[config.mk]
export PLATFORM = sky130hd
export DESIGN_NAME = bus_arbiter_4
export DESIGN_NICKNAME = d
export VERILOG_FILES = /design/src/rtl/bus_arbiter_4.sv
export SDC_FILE = /design/constraint.sdc
export NUM_CORES = 1
export LEC_CHECK = 0
export BUFFER_PORTS_ARGS = -buffer_cell sky130_fd_sc_hd__buf_2
export CAP_MARGIN = 0
export CORE_ASPECT_RATIO = 0.8
export CORE_MARGIN = 5
export CORE_UTILIZATION = 43
export CTS_CLUSTER_DIAMETER = 100
export DETAILED_ROUTE_END_ITERATION = 16
export GPL_TIMING_DRIVEN = 0
export PLACE_DENSITY = 0.83
export SETUP_SLACK_MARGIN = 0.1
export SYNTH_ARGS = -nofsm -noshare
export SYNTH_HDL_FRONTEND = slang
export SYNTH_SLANG_ARGS = --single-unit
[constraint.sdc]
create_clock -name clk -period 2 [get_ports clk]
set_input_delay 0.3 -clock clk [delete_from_list [all_inputs] [get_ports clk]]
set_output_delay 0.3 -clock clk [all_outputs]
set_load 0.02 [all_outputs]
[src/rtl/bus_arbiter_4.sv]
// Round-robin arbiter sharing one 8-bit bus among four requesters, with bounded hold time.
// Registered one-hot grant and encoded select; bus_value is the 4:1 byte mux driven by sel.
module bus_arbiter_4 #(
  parameter int unsigned MAX_HOLD = 4
) (
  input  logic       clk,
  input  logic       reset,
  input  logic [3:0] req,
  input  logic [7:0] in_a,
  input  logic [7:0] in_b,
  input  logic [7:0] in_c,
  input  logic [7:0] in_d,
  output logic [3:0] grant,
  output logic [1:0] sel,
  output logic [7:0] bus_value,
  output logic       bus_valid
);

  typedef enum logic [0:0] {StIdle, StGrant} state_e;

  localparam logic [3:0] HoldLast = 4'(MAX_HOLD - 1);

  state_e     state_q, state_d;
  logic [3:0] grant_q, grant_d;
  logic [1:0] sel_q, sel_d;
  logic [1:0] last_q, last_d;
  logic [3:0] hold_q, hold_d;

  logic       own, others, take;
  logic [3:0] mask;
  logic [1:0] win;

  // First set bit of mask searching last+1, last+2, last+3, last (mod 4).
  function automatic logic [1:0] pick(input logic [3:0] m, input logic [1:0] last);
    logic [1:0] idx;
    logic [1:0] w;
    logic       found;
    w     = last;
    found = 1'b0;
    for (int k = 1; k <= 4; k++) begin
      idx = last + 2'(k);
      if (!found && m[idx]) begin
        w     = idx;
        found = 1'b1;
      end
    end
    return w;
  endfunction

  always_comb begin
    state_d = state_q;
    grant_d = grant_q;
    sel_d   = sel_q;
    last_d  = last_q;
    hold_d  = hold_q;
    take    = 1'b0;
    mask    = req;
    own     = |(req & grant_q);
    others  = |(req & ~grant_q);

    unique case (state_q)
      StIdle: begin
        if (|req) take = 1'b1;
      end
      StGrant: begin
        if (!own) begin
          if (others) begin
            take = 1'b1;
          end else begin
            state_d = StIdle;
            grant_d = 4'b0000;
          end
        end else if (others && hold_q == HoldLast) begin
          // Preemption: the current owner is excluded from this search.
          take = 1'b1;
          mask = req & ~grant_q;
        end else begin
          hold_d = (hold_q < HoldLast) ? hold_q + 4'd1 : hold_q;
        end
      end
      default: begin
        state_d = StIdle;
        grant_d = 4'b0000;
      end
    endcase

    win = pick(mask, last_q);
    if (take) begin
      state_d = StGrant;
      grant_d = 4'b0001 << win;
      sel_d   = win;
      last_d  = win;
      hold_d  = 4'd0;
    end
  end

  always_ff @(posedge clk) begin
    if (reset) begin
      state_q <= StIdle;
      grant_q <= 4'b0000;
      sel_q   <= 2'd0;
      last_q  <= 2'd3;
      hold_q  <= 4'd0;
    end else begin
      state_q <= state_d;
      grant_q <= grant_d;
      sel_q   <= sel_d;
      last_q  <= last_d;
      hold_q  <= hold_d;
    end
  end

  always_comb begin
    bus_value = in_a;
    unique case (sel_q)
      2'd0: bus_value = in_a;
      2'd1: bus_value = in_b;
      2'd2: bus_value = in_c;
      2'd3: bus_value = in_d;
      default: bus_value = in_a;
    endcase
  end

  assign grant     = grant_q;
  assign sel       = sel_q;
  assign bus_valid = (state_q == StGrant);

endmodule

==> After elaboration in Yosys (flattened, before gate mapping) <==
Cells that the tools add are included.
{ "word_totals": {"word_cells": 72, "in_bits": 38, "ramBits": 0, "output_inout_bits": 15, "ff_bits": 13, "latch_bits": 0, "romBits": 0, "memories": 0} }
{ "op_classes": {"eq_ne": 6, "shift": 1, "reduce_logical": 15, "order_cmp": 5, "bitwise": 5, "n_div": 0, "muxes": 31, "multipliers": 0, "add_sub_neg": 4} }
{ "op_table": {"columns": ["cell", "count"], "rows": [
  ["$pmux 8 s4", 1],
  ["$mux 4", 7],
  ["$mux 1", 14],
  ["$lt 2x3->1 const B", 4],
  ["$reduce_or 4->1", 3],
  ["$and 4x4->4", 2],
  ["$bmux 1 s2", 4],
  ["$mux 2", 4],
  ["$add 2x2->2 const B", 2],
  ["$add 4x1->4 const B", 1],
  ["$eq 2x2->1 const B", 2],
  ["$eq 4x2->1 const B", 1],
  ["$logic_and 1x1->1", 4],
  ["$lt 4x2->1 const B", 1],
  ["$ne 2x1->1 const B", 2],
  ["$not 4->4", 1],
  ["$reduce_and 4->1", 1],
  ["$shl 1x2->4 const A", 1],
  ["$logic_not 1->1", 3],
  ["$reduce_and 3->1", 1],
  ["$add 2x1->2 const B", 1],
  ["$eq 2x1->1 const B", 1],
  ["$logic_not 2->1", 1],
  ["$not 1->1", 2],
  ["other kinds (3)", 3]
]} }

==> Longest topological paths before layout <==
Gate-level depths: netlist (run 1).
{ "depth": {"word_depth": 21, "depth_mapped": 7, "depth_no_buf": 7} }

==> Worst setup path after synthesis (run 1) <==
No wires, ideal clock.
{ "synth_timing": {"path_kind": "register to register", "from": "reg grant_q[2] (netlist: grant[2])", "to": "reg grant_q[2] (netlist: grant[2])", "setup_time_ps": 117, "synth_period_minus_slack_ps": 1987, "stages_incl_launch_ff": 7, "path_buffers": 0, "setup_slack_ps": 13, "required_time_ps": 1883, "arrival_ps": 1870, "cell_sequence": "dfxtp_1 nor2b_1 nor4_4 o21ai_2 or3_4 and3_4 a32o_1"} }
{ "synth_between": {"elab_chain_len": 21, "word_cells_on_any_way": 40, "cone_classes": "eq/ne (2); shift (1); mux (23); bitwise (3); reduce/logical (11)"} }
{ "synth_rtl": {"columns": ["element", "line_no", "text"], "rows": [
  ["start: declaration", "24", "logic [3:0] grant_q, grant_d;"],
  ["start signal: assignment", "106", "grant_q <= grant_d;"],
  ["$not 4->4", "59, 76", null],
  ["$and 4x4->4", "59, 76", null],
  ["$reduce_or 4->1", "59", "others = |(req & ~grant_q);"],
  ["$logic_and 1x1->1", "73", "end else if (others && hold_q == HoldLast) begin"],
  ["$mux 4", "73", null],
  ["$mux 4", "66", "if (!own) begin"],
  ["$mux 4", "61", "unique case (state_q)"],
  ["$bmux 1 s2", "42", "if (!found && m[idx]) begin"],
  ["[... 5 more ...]", null, null],
  ["$logic_not 1->1", "42", null],
  ["$logic_and 1x1->1", "42", null],
  ["$mux 1", "42", null],
  ["$logic_not 1->1", "42", null],
  ["$logic_and 1x1->1", "42", null],
  ["$mux 2", "42", null],
  ["$shl 1x2->4", "90", "grant_d = 4'b0001 << win;"],
  ["$mux 4", "88", "if (take) begin"]
]} }
Several ways; a longest one is shown, not always the timed one. The select of a mux whose other input is x is not followed.
A chain may end at the register's enable or synchronous reset.

==> Final worst setup path (run 1) <==
{ "layout_timing": {"from": "reg hold_q[1]", "to": "reg grant_q[3] (netlist: grant[3])"} }
{ "layout_between": {"elab_chain_len": 19, "word_cells_on_any_way": 35, "cone_classes": "eq/ne (3); shift (1); mux (22); reduce/logical (9)"} }
{ "layout_rtl": {"columns": ["element", "line_no", "text"], "rows": [
  ["start: declaration", "27", "logic [3:0] hold_q, hold_d;"],
  ["start signal: assignment", "109", "hold_q <= hold_d;"],
  ["$eq 4x2->1 *", "73", null],
  ["$logic_and 1x1->1 *", "73", null],
  ["$mux 4", "73", null],
  ["$mux 4", "66", null],
  ["$mux 4", "61", null],
  ["$bmux 1 s2", "42", null],
  ["$mux 1 (implied by the code)", "42", null],
  ["$mux 1", "42", null],
  ["[... 3 more ...]", null, null],
  ["$logic_not 1->1", "42", null],
  ["$logic_and 1x1->1", "42", null],
  ["$mux 1", "42", null],
  ["$logic_not 1->1", "42", null],
  ["$logic_and 1x1->1", "42", null],
  ["$mux 2", "42", null],
  ["$shl 1x2->4", "90", null],
  ["$mux 4", "88", null]
]} }
Mark *: on every way between the ends. The rest lies on a longest branch, timed or not. The select of a mux whose other input is x is not followed.

==> results.toml, run 1 <==
[die]
die_y_um = 51.76
die_w_um = 62.20
rows = 15
core_um2 = 2121
start_util_pct = 44.19
dieArea_um2 = 3219
io_pins = 53

[worst_setup_path]
crit_chain = "ha_4 -> nor3b_4 -> nand3_2 -> o21ai_4 -> nand2_2 -> a41o_1 -> a32o_1"
critPathSlowestCell = "dfxtp_2"
critPathLaunchType = "flip-flop"
cp_num_buf_inv = 0
critPathArrivalTime_ps = 2080
cp_max_fo = 5
rr_startpoint = "hold_q[1]$_SDFFE_PP0P_"
end_kind = "flip-flop"
path_class = "flip-flop to flip-flop"
cp-startpoint = "hold_q[1]$_SDFFE_PP0P_"
cp_top_family = "compound AO/OA/AOI/OAI gates"
cp.required_ps = 2160
slowest_delay_ps = 360

[sta]
drv_slew = 0
finalCritPeriodShare_pct = 95.81
skew_ps = 7.985
fin_tns_setup_ps = 0
slew_headroom_pct = 64.70
hold_viol_final = 0
setup_viol = 0
fin_crit_ps = 1916
whs_ps = 422.5
rsz0062_at_grt = "true"
worstMarginPinSlew_ps = 524.6
max_freq_mhz = 521.9

[routing]
drc_errors = 0
via_per_inst = 5.766
drtPass1Iterations = 4
wl_per_cell_um = 17.05
first_iter_violations = 18
ant_nets = 0
via_count = 1061
wl_mm = 3.138

[synthesis]
netlist_area_um2 = 937.1
yosys-top-cells-count = "13 x dfxtp_1, 8 x mux4_2, 8 x nor2_1, 5 x nand2_1, 5 x nor2b_1"
synth_cell_type_count = 41
yosysTopAreaCell = "dfxtp_1"
async_flop_share_pct = 0
ys_seq_area_share_pct = 27.77
synth_edf_count = 0
ys_ff_latch = 13
synthCells = 92
synth.avg_cell_area_um2 = 10.19
yosysMostFrequentCell = "dfxtp_1"
synth_area_leaders = "dfxtp_1 28%, mux4_2 19%, a32o_1 4.3%"
yosysWarnings = 0
synth_ff_type = "dfxtp_1"
synth_top_area_share_pct = 27.77
synth_nets = 131

[power_and_ir_drop]
power.internal_w = 0.0009411
seq_power_share_pct = 23.9
swShare_pct = 45.38
clkPwrFrac_pct = 9.4
power_density_nw_per_um2 = 1168
leakage_nw = 0.6524
switchingPower_w = 0.0007820
vdd_drop_max_mv = 0.7449
pwr-share-comb_pct = 66.8

[finish]
design_area_um2 = 1475
nets = 199
layoutNonFillerInstCount = 184
drive_gt1_share_pct = 66.04
n_antenna_cell = 0
fill_cells = 156
syn2layout_area_growth_pct = 57.41

[clock_tree]
h-tree-depth = 1
cts_buffers = 3
clkSinkCount = 13
clk_path_buf_depth = 2
insertion_delay_ps = 280
cts_root_buf = "clkbuf_4"
hold_buffers = 0
cts_tree = "done"
clk_pin_slew_worst_paths_ps = 80

[hold_path]
hold_class = "input port to flip-flop"
min_from = "reset"

[global_route]
antenna_found_initial = 0
grt_max_degree = 11
grt_pass1_wl_mm = 4.064
grt-ovfl-total = 0
grt_util_all_layers_pct = 15.33
grt_pass1_vias = 945

[placement]
placed_area_um2 = 1229
dp_cells = 168
port-buffer-count = 51
routabilityCongestion = 0.7788
dp_hpwl_mm = 2.155

[run_status]
outcome = "finished clean"

[flow_run]
drv_cap = 0
-- power groups by stage --
stage	sequential, W	clock (W)	combinational, W
2_1_floorplan	0.000449	0	0.000643
3_3_place_gp	0.000403	0	0.000913
3_5_place_dp	0.000404	0	0.000940
4_1_cts	0.000400	0.000158	0.000960
5_1_grt	0.000421	0.000179	0.00122
6_report	0.000411	0.000161	0.00115
-- final cells by class --
class | count | area (um2) | share of cell area [%]
multi-input cells | 72 | 764.5 | 51.82
inverters | 3 | 11.26 | 0.7634
clock buffers | 4 | 26.28 | 1.781
repair buffers | 63 | 345.3 | 23.41
plain buffers | 4 | 21.27 | 1.442
well taps | 25 | 31.28 | 2.120
flip-flops and latches | 13 | 275.3 | 18.66
-- layer usage --
metal	track usage, %	routed length [um]
met2	29.48	1824
met3	1.944	126
met1	17.60	1126
met5	0	0
met4	5.054	61
-- layout by cell type (no fill, tap or decap), types with 3 or more instances in the layout --
cell | netlist | routed
clkbuf_4 | 0 | 4
dfxtp_2 | 0 | 3
inv_1 | 3 | 3
o21ai_2 | 2 | 3
nor3_1 | 3 | 3
nor2_1 | 8 | 8
nand2_1 | 5 | 3
a32o_1 | 4 | 4
dfxtp_4 | 0 | 3
buf_2 | 0 | 51
nor2b_1 | 5 | 4
mux4_2 | 8 | 8
buf_4 | 0 | 12
dfxtp_1 | 13 | 7
-- worst reg2reg max path, cell delays in order (launching register included) --
cell	delay, ps
dfxtp_2	360
ha_4	140
nor3b_4	290
nand3_2	160
o21ai_4	220
nand2_2	100
a41o_1	280
a32o_1	250
-- metrics by stage --
step           power (W)  utilization (%)  worst slack (ps)
2_1_floorplan   0.001092                -             140.2
3_3_place_gp    0.001316            57.94            -49.26
3_5_place_dp    0.001345            57.94            -64.88
4_1_cts         0.001518            60.65             100.8
5_1_grt         0.001820            69.56            0.2582
6_report        0.001723            69.56             83.80
-- flip-flops by register name, summed over array words and instances (netlist names) --
| signal | cells |
|---|---|
| grant | 4 |
| hold_q | 4 |
| last_q | 2 |
| sel | 2 |
| bus_valid | 1 |
-- path summary, 6_finish.rpt --
path,slack [ps],to,cells after the start
min reg2reg,510,grant[1]$_SDFFE_PP0P_,1
min,420,bus_valid$_SDFF_PP0_,2
max,80,grant[3]$_SDFFE_PP0P_,7
max reg2reg,80,grant[3]$_SDFFE_PP0P_,7
-- repair_timing --
action,in CTS,in global routing
resized for setup,5,25
pin swaps,1,13
endpoints found under the setup margin,15,14
setup buffers,2,10
-- cell families after synthesis --
group           share of synthesized area, %
mux                                    20.29
compound gates                         20.83
fa+ha+maj                              1.335
xor+xnor                              0.9348
simple gates                           26.03
buf+inv                                2.803
flops                                  27.77
Note: power is estimated with default switching activity, not from simulation.
==> run 2, diff against run 1 <==
==> config.mk (replaced) <==
export PLATFORM = sky130hd
export DESIGN_NAME = bus_arbiter_4
export DESIGN_NICKNAME = d
export VERILOG_FILES = /design/src/rtl/bus_arbiter_4.sv
export SDC_FILE = /design/constraint.sdc
export NUM_CORES = 1
export LEC_CHECK = 0
export CAP_MARGIN = 0
export CORE_MARGIN = 5
export CORE_UTILIZATION = 61
export CTS_CLUSTER_DIAMETER = 100
export DETAILED_ROUTE_END_ITERATION = 16
export DONT_BUFFER_PORTS = 1
export GPL_TIMING_DRIVEN = 0
export PLACE_DENSITY = 0.82
export RECOVER_POWER = 25
export SETUP_SLACK_MARGIN = 0.1
export SYNTH_ARGS = -nofsm -noshare
export SYNTH_HDL_FRONTEND = slang
export SYNTH_SLANG_ARGS = --single-unit
==> run 2 against run 1 <==
  * Hold slack improved by 4.9 ps
  * Total power is 12% lower
  * Final area down 20%
  * Setup slack improved by 13 ps
  * Routed wire length shrank 15%
  * Combinational power down 25%
  * Critical endpoint unchanged
  * Largest power group unchanged
==> results.toml, run 2 (synthesis results as in run 1) <==
[worst_setup_path]
critPathLaunchType = "flip-flop"
end_kind = "flip-flop"
path_class = "flip-flop to flip-flop"
cp.required_ps = 2170
crit_chain = "nor2b_4 -> o41a_1 -> a31oi_4 -> nand2_2 -> a41o_1 -> a32o_1"
slowest_delay_ps = 470
critPathSlowestCell = "o41a_1"
critPathArrivalTime_ps = 2080
cp_num_buf_inv = 0
cp_top_family = "compound AO/OA/AOI/OAI gates"
cp_max_fo = 5

[die]
core_um2 = 1489
die_y_um = 49.20
start_util_pct = 62.94
die_w_um = 49.20
io_pins = 53
rows = 14
dieArea_um2 = 2420

[routing]
drc_errors = 0
first_iter_violations = 38
wl_mm = 2.657
drtPass1Iterations = 4
via_per_inst = 7.143
wl_per_cell_um = 22.33
ant_nets = 0
via_count = 850

[clock_tree]
clkSinkCount = 13
h-tree-depth = 1
clk_path_buf_depth = 2
cts_root_buf = "clkbuf_4"
clk_pin_slew_worst_paths_ps = 80
insertion_delay_ps = 270
cts_tree = "done"
cts_buffers = 3
hold_buffers = 0

[finish]
design_area_um2 = 1185
drive_gt1_share_pct = 49.51
final_cell_mix = "8 x mux4_2, 8 x nor2_1, 7 x dfxtp_1"
n_antenna_cell = 0
utilization_pct = 79.58
fill_cells = 93
syn2layout_area_growth_pct = 26.44
nets = 143
layoutNonFillerInstCount = 119

[sta]
skew_ps = 5.511
max_freq_mhz = 525.4
drv_slew = 0
hold_viol_final = 0
rsz0062_at_grt = "true"
slew_headroom_pct = 63.89
fin_crit_ps = 1903
setup_viol = 0
worstMarginPinSlew_ps = 536.8
whs_ps = 427.5
finalCritPeriodShare_pct = 95.17

[global_route]
antenna_found_initial = 0
grt-ovfl-total = 0
grt_pass1_wl_mm = 3.843
grt_util_all_layers_pct = 20.48
grt_pass1_vias = 823
grt_max_degree = 11

[placement]
dp_hpwl_mm = 1.870
dp_cells = 108
routabilityCongestion = 0.8589
placed_area_um2 = 962.2
port-buffer-count = 0

[flow_run]
drv_cap = 0

[run_status]
outcome = "finished clean"

[power_and_ir_drop]
vdd_drop_max_mv = 0.7731
power_density_nw_per_um2 = 1283
leakage_nw = 0.4258

[hold_path]
hold_class = "input port to flip-flop"
[run 2: cell count changes in the layout (fill, tap and decap cells not counted), moves of 2 or more]
cell     previous run  this run
buf_2              51         1
buf_4              12         6
nor2b_1             4         0
nor2b_2             0         3
o22ai_1             0         2
o22ai_2             2         0
[run 2: area by class of cell]
cell class / instances / area (um2) / area share, %
sequential: 13 / 277.8 / 23.44
clock buffer: 4 / 26.28 / 2.218
inverter: 3 / 11.26 / 0.9504
tap: 16 / 20.02 / 1.690
timing repair buffer: 7 / 56.30 / 4.752
multi-input combinational: 72 / 765.7 / 64.62
buffer: 4 / 27.53 / 2.323
[run 2: path summary, 6_finish.rpt]
path | from | endpoint | slack [ps] | depth (start not counted)
max | grant[1]$_SDFFE_PP0P_ | grant[3]$_SDFFE_PP0P_ | 100 | 6
min | req[3] | bus_valid$_SDFF_PP0_ | 430 | 3
max reg2reg | grant[1]$_SDFFE_PP0P_ | grant[3]$_SDFFE_PP0P_ | 100 | 6
min reg2reg | hold_q[3]$_SDFFE_PP0P_ | hold_q[3]$_SDFFE_PP0P_ | 520 | 1
[run 2: where the power goes]
| group | internal [W] | switching [W] | leakage [nW] |
|---|---|---|---|
| registers | 0.000339 | 0.000157 | 0.111 |
| clock network | 0.0000773 | 0.0000804 | 0.0150 |
| logic | 0.000390 | 0.000477 | 0.300 |
[run 2: what timing repair did]
action / in CTS / in global routing
buffers inserted: 2 / 5
gates resized for setup: 15 / 21
setup endpoints to repair: 16 / 8
pin swaps: 3 / 10
[run 2: worst register-to-register path: cells and delay by family (launching register included)]
family          cells  cell delay [ps]
simple gates        2              180
compound gates      4             1180
flops               1              430
[run 2: layer usage]
layer  share of wire, %  vias to the layer above  track usage (%)
met5                  0                        -                0
met4                3.3                        0            11.66
met3                6.0                        8            4.893
met2                 56                       41            35.84
met1                 35                      418            21.93
li1                   -                      383                -
[run 2: metrics by stage]
step	TNS (ps)	setup WS (ps)	total power, W
after global placement	-31.02	-15.98	0.001182
after CTS	0	100.5	0.001435
final	0	96.67	0.001520
after floorplan	0	140.2	0.001092
after global routing	0	11.07	0.001613
after detailed placement	-69.59	-28.49	0.001208
==> run 3, diff against run 2 <==
--- a/config.mk
+++ b/config.mk
@@ -7,12 +7,12 @@
 export LEC_CHECK = 0
 export CAP_MARGIN = 0
 export CORE_MARGIN = 5
-export CORE_UTILIZATION = 61
+export CORE_UTILIZATION = 65
 export CTS_CLUSTER_DIAMETER = 100
 export DETAILED_ROUTE_END_ITERATION = 16
 export DONT_BUFFER_PORTS = 1
 export GPL_TIMING_DRIVEN = 0
-export PLACE_DENSITY = 0.82
+export PLACE_DENSITY = 0.86
 export RECOVER_POWER = 25
 export SETUP_SLACK_MARGIN = 0.1
 export SYNTH_ARGS = -nofsm -noshare
==> constraint.sdc (replaced) <==
create_clock -name clk -period 2.25 [get_ports clk]
set_input_delay 0.3375 -clock clk [delete_from_list [all_inputs] [get_ports clk]]
set_output_delay 0.3375 -clock clk [all_outputs]
set_load 0.02 [all_outputs]
==> run 3 against run 2 <==
  * Total power decreased by 18%
  * Via count decreased by 4.7%
  * Non-clock buffer count decreased by 5
  * Sequential share of layout area increased by 2.3 points
  * Highest routed layer unchanged
  * Clock skew decreased by 3.4 ps
  * Sequential cell count unchanged
  * Largest cell class unchanged
==> results.toml, run 3 (synthesis results as in run 1) <==
[run_status]
outcome = "finished clean"

[worst_setup_path]
cp_max_fo = 5
cp.required_ps = 2410
path_class = "flip-flop to flip-flop"
rr_startpoint = "grant[2]$_SDFFE_PP0P_"
reg2regPathDepth = 6
crit_chain = "nor2b_1 -> o41a_1 -> a31oi_1 -> nand2_1 -> a41o_1 -> a32o_1"
end_kind = "flip-flop"
r2r_slack_ps = 130
r2r-end = "grant[3]$_SDFFE_PP0P_"
critPathSlowestCell = "o41a_1"
critPathLaunchType = "flip-flop"
critPathArrivalTime_ps = 2280
slowest_delay_ps = 480

[global_route]
grt-ovfl-total = 0
grt_pass1_wl_mm = 3.180
antenna_found_initial = 0
grt_util_all_layers_pct = 20.09
grt_pass1_vias = 760
grt_max_degree = 11

[clock_tree]
cts_tree = "done"
cts_buffers = 3
clkSinkCount = 13
cts_root_buf = "clkbuf_4"
insertion_delay_ps = 270
clk_pin_slew_worst_paths_ps = 80
clk_path_buf_depth = 2
h-tree-depth = 1

[die]
io_pins = 53
dieArea_um2 = 2301
start_util_pct = 70.26
die_y_um = 47.97
die_w_um = 47.97
core_um2 = 1334
rows = 13

[sta]
hold_viol_final = 0
rsz0062_at_grt = "false"
skew_ps = 2.067
max_freq_mhz = 471.9
fin_tns_setup_ps = 0
worstMarginPinSlew_ps = 570.6
drv_slew = 0
setup_viol = 0
setup_slack_ps = 130.9
slew_headroom_pct = 61.61
finalCritPeriodShare_pct = 94.18
fin_crit_ps = 2119

[finish]
multi_input_area_um2 = 675.6
fill_cells = 92
n_antenna_cell = 0
nets = 138
final_cell_mix = "10 x dfxtp_1, 8 x mux4_2, 8 x nor2_1"
syn2layout_area_growth_pct = 9.613
drive_gt1_share_pct = 28.57
final_common_cell = "dfxtp_1"
seq_area_um2 = 264.0

[routing]
ant_nets = 0
via_per_inst = 7.168
wl_mm = 2.394
first_iter_violations = 9
drtPass1Iterations = 4
drc_errors = 0
via_count = 810
wl_per_cell_um = 21.19

[placement]
place_ws_ps = 56.54
port-buffer-count = 0
dp_hpwl_mm = 1.785
routabilityCongestion = 0.7884

[hold_path]
min_from = "reset"
hold_class = "input port to flip-flop"
holdPathEnd = "bus_valid$_SDFF_PP0_"
hold_depth = 2

[power_and_ir_drop]
leakage_nw = 0.3676
vdd_drop_max_mv = 0.8502
power_density_nw_per_um2 = 1217

[flow_run]
drv_cap = 0
run 3: cell count changes in the layout (fill, tap and decap cells not counted), moves of 2 or more:
cell,delta
dfxtp_4,-4
nand2_2,-3
dfxtp_1,+3
nor2b_4,-2
buf_4,-4
nor2b_2,-3
nand2_1,+3
nand3_1,+2
nor2b_1,+5
nand3_2,-2
run 3: stage by stage:
step	instance area (um2)	utilization, %	std cells	power [W]	hold slack, ps
after global routing	1027	77.02	113	0.001334	463.0
after global placement	955.9	71.67	107	0.001044	489.9
final	1027	77.02	113	0.001250	441.7
after floorplan	937.1	-	92	0.0009654	474.3
after CTS	1001	75.05	113	0.001218	445.5
after detailed placement	955.9	71.67	107	0.001066	491.9
run 3: worst max-delay path by stage:
stage	cells past startpoint	from	end
final	6	grant[2]$_SDFFE_PP0P_	grant[3]$_SDFFE_PP0P_
after global routing	6	grant[1]$_SDFFE_PP0P_	grant[3]$_SDFFE_PP0P_
after CTS	6	grant[3]$_SDFFE_PP0P_	grant[2]$_SDFFE_PP0P_
after detailed placement	6	grant[2]$_SDFFE_PP0P_	grant[2]$_SDFFE_PP0P_
after global placement	6	grant[0]$_SDFFE_PP0P_	grant[2]$_SDFFE_PP0P_
after floorplan	6	grant[2]$_SDFFE_PP0P_	grant[2]$_SDFFE_PP0P_
run 3: layout make-up:
type | instances | area share [%]
clock buffer | 4 | 2.558
buffer | 4 | 1.583
timing repair buffer | 2 | 1.462
inverter | 3 | 1.096
tap | 15 | 1.827
multi-input combinational | 72 | 65.77
sequential | 13 | 25.70
run 3: power breakdown:
group	internal (W)	total (W)	switching [W]
logic	0.000291	0.000691	0.000400
clock network	0.0000687	0.000142	0.0000736
registers	0.000292	0.000417	0.000125
run 3: metal layers:
metal / global-route usage, % / up-vias / wire length (um)
met5: 0 / - / 0
met4: 9.677 / 0 / 38
met3: 3.759 / 5 / 195
met2: 35.09 / 36 / 1244
met1: 23.29 / 392 / 916
li1: - / 377 / -
run 3: critical path: cells and delay by family, from the launching register on:
family	cells	cell delay, ps
compound gates	4	1290
flops	1	450
simple gates	2	270
run 3: timing repair:
action / in CTS / in global routing
pin swaps: 1 / 0
gates resized for setup: 3 / 5
setup endpoints to repair: 11 / 7
hold buffers: 0 / 0
setup buffers: 2 / 0
